==> src/rtl/mux_scan_pkg.sv <==
// Shared types and constants for the 4:1 mux scan sequencer.
// State encoding is fixed so downstream debug taps can decode it.
package mux_scan_pkg;

  localparam int NUM_CH = 4;
  localparam int SEL_W  = 2;

  typedef enum logic [1:0] {
    IDLE = 2'd0,
    SCAN = 2'd1,
    OUT  = 2'd2
  } state_e;

endpackage

==> src/rtl/mux_scan_sampler.sv <==
// Steps a 4:1 mux select through all channels, samples its output
// after each dwell, and hands the 4-bit frame off over valid/ready.
import mux_scan_pkg::*;

module mux_scan_sampler #(
  parameter int DWELL = 2,
  parameter int CNT_W = 4
) (
  input  logic              clk,
  input  logic              rst,
  input  logic              start,
  input  logic              continuous,
  input  logic              signal,
  output logic [SEL_W-1:0]  sel,
  output logic [NUM_CH-1:0] frame,
  output logic              frame_valid,
  input  logic              frame_ready,
  output logic              busy
);

  if (DWELL < 1 || DWELL > 15 || (1 << CNT_W) <= DWELL) begin : g_bad_cfg
    $error("mux_scan_sampler: illegal DWELL/CNT_W");
  end

  localparam logic [CNT_W-1:0] LAST_CNT = CNT_W'(DWELL - 1);
  localparam logic [SEL_W-1:0] LAST_CH  = SEL_W'(NUM_CH - 1);

  state_e             state_q, state_d;
  logic [CNT_W-1:0]   cnt_q, cnt_d;
  logic [SEL_W-1:0]   ch_q, ch_d;
  logic [NUM_CH-1:0]  shadow_q, shadow_d;
  logic [NUM_CH-1:0]  frame_q, frame_d;
  logic               valid_q, valid_d;
  logic               busy_q, busy_d;

  always_comb begin
    state_d  = state_q;
    cnt_d    = cnt_q;
    ch_d     = ch_q;
    shadow_d = shadow_q;
    frame_d  = frame_q;
    valid_d  = valid_q;
    unique case (state_q)
      IDLE: begin
        if (start) begin
          state_d = SCAN;
          cnt_d   = '0;
          ch_d    = '0;
        end
      end
      SCAN: begin
        if (cnt_q == LAST_CNT) begin
          cnt_d          = '0;
          shadow_d[ch_q] = signal;
          if (ch_q == LAST_CH) begin
            // last channel bypasses the shadow so the frame loads this edge
            ch_d    = '0;
            frame_d = {signal, shadow_q[NUM_CH-2:0]};
            valid_d = 1'b1;
            state_d = OUT;
          end else begin
            ch_d = ch_q + 1'b1;
          end
        end else begin
          cnt_d = cnt_q + 1'b1;
        end
      end
      OUT: begin
        if (valid_q && frame_ready) begin
          valid_d = 1'b0;
          if (continuous) begin
            state_d  = SCAN;
            cnt_d    = '0;
            ch_d     = '0;
            shadow_d = '0;
          end else begin
            state_d = IDLE;
          end
        end
      end
      default: begin
        state_d = IDLE;
      end
    endcase
    busy_d = (state_d != IDLE);
  end

  always_ff @(posedge clk) begin
    if (rst) begin
      state_q  <= IDLE;
      cnt_q    <= '0;
      ch_q     <= '0;
      shadow_q <= '0;
      frame_q  <= '0;
      valid_q  <= 1'b0;
      busy_q   <= 1'b0;
    end else begin
      state_q  <= state_d;
      cnt_q    <= cnt_d;
      ch_q     <= ch_d;
      shadow_q <= shadow_d;
      frame_q  <= frame_d;
      valid_q  <= valid_d;
      busy_q   <= busy_d;
    end
  end

  assign sel         = ch_q;
  assign frame       = frame_q;
  assign frame_valid = valid_q;
  assign busy        = busy_q;

endmodule
==> config.mk <==
export PLATFORM = sky130hd
export DESIGN_NAME = mux_scan_sampler
export DESIGN_NICKNAME = d
export VERILOG_FILES = /design/src/rtl/mux_scan_pkg.sv /design/src/rtl/mux_scan_sampler.sv
export SDC_FILE = /design/constraint.sdc
export NUM_CORES = 1
export LEC_CHECK = 0
export CAP_MARGIN = 10
export CORE_MARGIN = 5
export CORE_UTILIZATION = 53
export CTS_CLUSTER_DIAMETER = 100
export DETAILED_ROUTE_END_ITERATION = 16
export PLACE_DENSITY = 0.77
export SLEW_MARGIN = 40
export SYNTH_ARGS = -nofsm -noshare
export SYNTH_HDL_FRONTEND = slang
export SYNTH_SLANG_ARGS = --single-unit
==> constraint.sdc <==
create_clock -name clk -period 2.5 [get_ports clk]
set_input_delay 0.25 -clock clk [delete_from_list [all_inputs] [get_ports clk]]
set_output_delay 0.25 -clock clk [all_outputs]
set_load 0.05 [all_outputs]
==> flow_summary.toml <==
[cts]
cts.hold.buffers_added = 0
post-cts-setup-buffers = 0
numClockSinks = 17
cts_tree = "done"
cts-buffers-inserted = 3
ctsRootBufferMaster = "sky130_fd_sc_hd__clkbuf_4"
worstSkewPairLatency_ps = 290
post_cts.resized_instances = 0
path_clk_slew_ps = 100
clk_path_buf_depth = 2
htreeDepth = 1

[die]
dieArea_mm2 = 0.002379
num_ports = 14
die_extent_in_y_um = 48.78
die_w_um = 48.78
floorplan.core_area_mm2 = 0.001471
placement_rows = 14
starting_density_pct = 54.17

[sta]
timing.setup.tns_ps = 0
timing.final.crit_share_pct = 72.48
setup_repair_after_global_routing_missed_its_margin = "no"
timing_hold_violations_final = 0
timing.clock.skew_ps = 2.858
max_freq_ghz = 0.5519
worst_slew_pin_slew_ps = 531.4
finalSetupViolCount = 0
final-max-slew-violation-count = 0
timing.max_slew.rel_slack_pct = 64.46
finalWorstPathRequiredPeriod_ps = 1812

[cells_and_area]
fin_nets = 119
final_util_pct = 65.99
num_antenna_cells = 0
layout-area-overhead-vs-synth_pct = 21.82
layout-drive-gt1-share_pct = 6.604
num-fill-cells = 130
multi_input_area_um2 = 430.4
sequential_cell_area_um2 = 340.3

[drt]
post_drt_wl_per_cell_um = 12.94
first_iter_violations = 14
routed_wl_um = 1579
detail-route-antenna-nets = 0
remaining_drc_errors = 0
detailedRoute.firstPassIterationCount = 4
viasPerCell = 5.705
detailroute.via_count = 696

[worst_setup_path]
setup.worst_path.start = "sel[0]$_SDFFE_PP0P_"
critical_path.endpoint = "sel[0]"
worst_setup_path_start_kind = "flop"
cp-end-kind = "primary output"
slowest_stage = "sky130_fd_sc_hd__clkdlybuf4s50_1"
reg2reg_slack_ps = 830
critical_path_arrival_ps = 1560
critPathRequiredTime_ps = 2250
cp_num_cells = 1
critical_path.reg2reg.startpoint = "cnt_q[0]$_SDFFE_PP0P_"
cp_top_family = "buffers and inverters"
count_of_cells_along_the_worst_register_to_register_path = 5
crit_path_max_incr_delay_ps = 840
worstPathCellList = "clkdlybuf4s50_1"
critical_path.n_buffers_inverters = 1
r2r_end = "sel[0]$_SDFFE_PP0P_"
worst_path_class_setup = "reg2out"
critPathMaxFanout = 6

[power]
p_leak_nw = 0.3828
peak_ir_drop_on_the_vdd_network_mv = 0.3060
pwr_density_mw_per_mm2 = 530.5

[placed_design]
io_buffer_count = 13
routabilityCongestion = 0.7870
place.detailed.hpwl_um = 1191

[global_route]
grt_pass1_vias = 648
grt_pass1_wl_um = 2808
initial_antenna_violation_count = 0
gr-usage-all-layers_pct = 14.29
overflow = 0
grt_max_degree = 16

[synthesis]
prevailing_post_synth_register_cell = "sky130_fd_sc_hd__dfxtp_1"
post-synth-top-count-cell = "sky130_fd_sc_hd__dfxtp_1"
synth_warnings = 0
synth_area_leaders = "sky130_fd_sc_hd__dfxtp_1, sky130_fd_sc_hd__ha_1, sky130_fd_sc_hd__a21oi_1"
fraction_of_the_yosys_area_taken_by_sequential_cells_pct = 42.70
synth_top_cell_by_area = "sky130_fd_sc_hd__dfxtp_1"
netlist.area_leader.share_pct = 42.70
synthesis.nets = 102
yosys-top-cells-count = "sky130_fd_sc_hd__dfxtp_1, sky130_fd_sc_hd__nor2_1, sky130_fd_sc_hd__a21oi_1"
post_synth_inst_count = 90
netlist-cell-type-count = 22
syn-cell-area_um2 = 797.0
synth_edf_count = 0
post_synthesis_sequential_element_count = 17
async_reset_ff_share_pct = 0
synth_area_per_cell_um2 = 8.856

[job]
drv.max_cap_violation_count = 0

[run_status]
status = "complete, no violations"

[worst_hold_path]
hp-class = "reg2reg"
==> state kept, by name, indices dropped and copies added (netlist names) <==
name / count
state_q: 2
frame_valid: 1
frame: 4
sel: 2
shadow_q: 3
cnt_q: 4
busy: 1
==> logic make-up after synthesis <==
| logic type | Yosys count | synth area share [%] |
|---|---|---|
| compound gates | 26 | 20.25 |
| buf+inv | 7 | 3.296 |
| simple gates | 30 | 19.31 |
| fa+ha+maj | 6 | 9.419 |
| mux | 4 | 5.024 |
| flops | 17 | 42.70 |
==> routing by layer <==
layer  up-vias  track usage (%)  share of wire (%)
met5         -                0                  0
met4         0            4.036                1.2
met3         4            3.058                4.2
met2        17            22.17                 43
met1       323            19.81                 51
li1        352                -                  -
==> power breakdown <==
part	switching, mW	leakage, nW	internal [mW]
sequential	0.00964	0.138	0.280
clock	0.0877	0.0177	0.0596
combinational	0.0457	0.227	0.0327
total	0.143	0.383	0.372
==> cell usage in the layout, fill, tap and decap left out, drive strengths merged <==
master / netlist / routed
nor2b: 1 / 1
nor2: 12 / 12
a211oi: 4 / 4
clkinv: 0 / 1
o21ai: 6 / 6
or4: 1 / 1
dfxtp: 17 / 17
inv: 6 / 6
nand2b: 3 / 3
nand2: 4 / 4
nand3: 5 / 5
ha: 6 / 6
nor3: 3 / 3
mux2i: 4 / 4
a21oi: 9 / 9
a21o: 1 / 1
nor3b: 1 / 1
clkbuf: 1 / 3
o22ai: 1 / 1
o22a: 1 / 1
clkdlybuf4s50: 0 / 13
o2bb2ai: 1 / 1
a31oi: 3 / 3
==> final cells by class <==
cell class | instances | area share, %
clock inverters | 1 | 0.5155
well taps | 16 | 2.062
multi-input cells | 66 | 44.33
flip-flops and latches | 17 | 35.05
inverters | 6 | 2.320
repair buffers | 13 | 13.40
clock buffers | 3 | 2.320
==> through the flow <==
| step | total power [mW] | setup slack [ps] | cells | area, um2 | hold slack, ps |
|---|---|---|---|---|---|
| 6_report | 0.5151 | 687.9 | 122 | 970.9 | 507.7 |
| 5_1_grt | 0.5428 | 627.8 | 122 | 970.9 | 538.9 |
| 4_1_cts | 0.5136 | 693.7 | 122 | 970.9 | 519.1 |
| 3_5_place_dp | 0.3742 | 832.3 | 118 | 943.4 | 494.1 |
| 3_3_place_gp | 0.3726 | 828.2 | 118 | 943.4 | 477.6 |
| 2_1_floorplan | 0.3470 | 951.9 | 90 | 797.0 | 322.8 |
==> worst min path at each step <==
stage	startpoint	slack (ps)	end	depth (start not counted)
after floorplan	rst	320	cnt_q[0]$_SDFFE_PP0P_	1
after global placement	frame[0]$_SDFFE_PP0P_	480	frame[0]$_SDFFE_PP0P_	2
after detailed placement	frame[0]$_SDFFE_PP0P_	490	frame[0]$_SDFFE_PP0P_	2
after CTS	frame[2]$_SDFFE_PP0P_	520	frame[2]$_SDFFE_PP0P_	2
after global routing	shadow_q[0]$_SDFFE_PP0P_	540	frame[0]$_SDFFE_PP0P_	2
final	frame[2]$_SDFFE_PP0P_	510	frame[2]$_SDFFE_PP0P_	2
(Power assumes the default switching activity.)
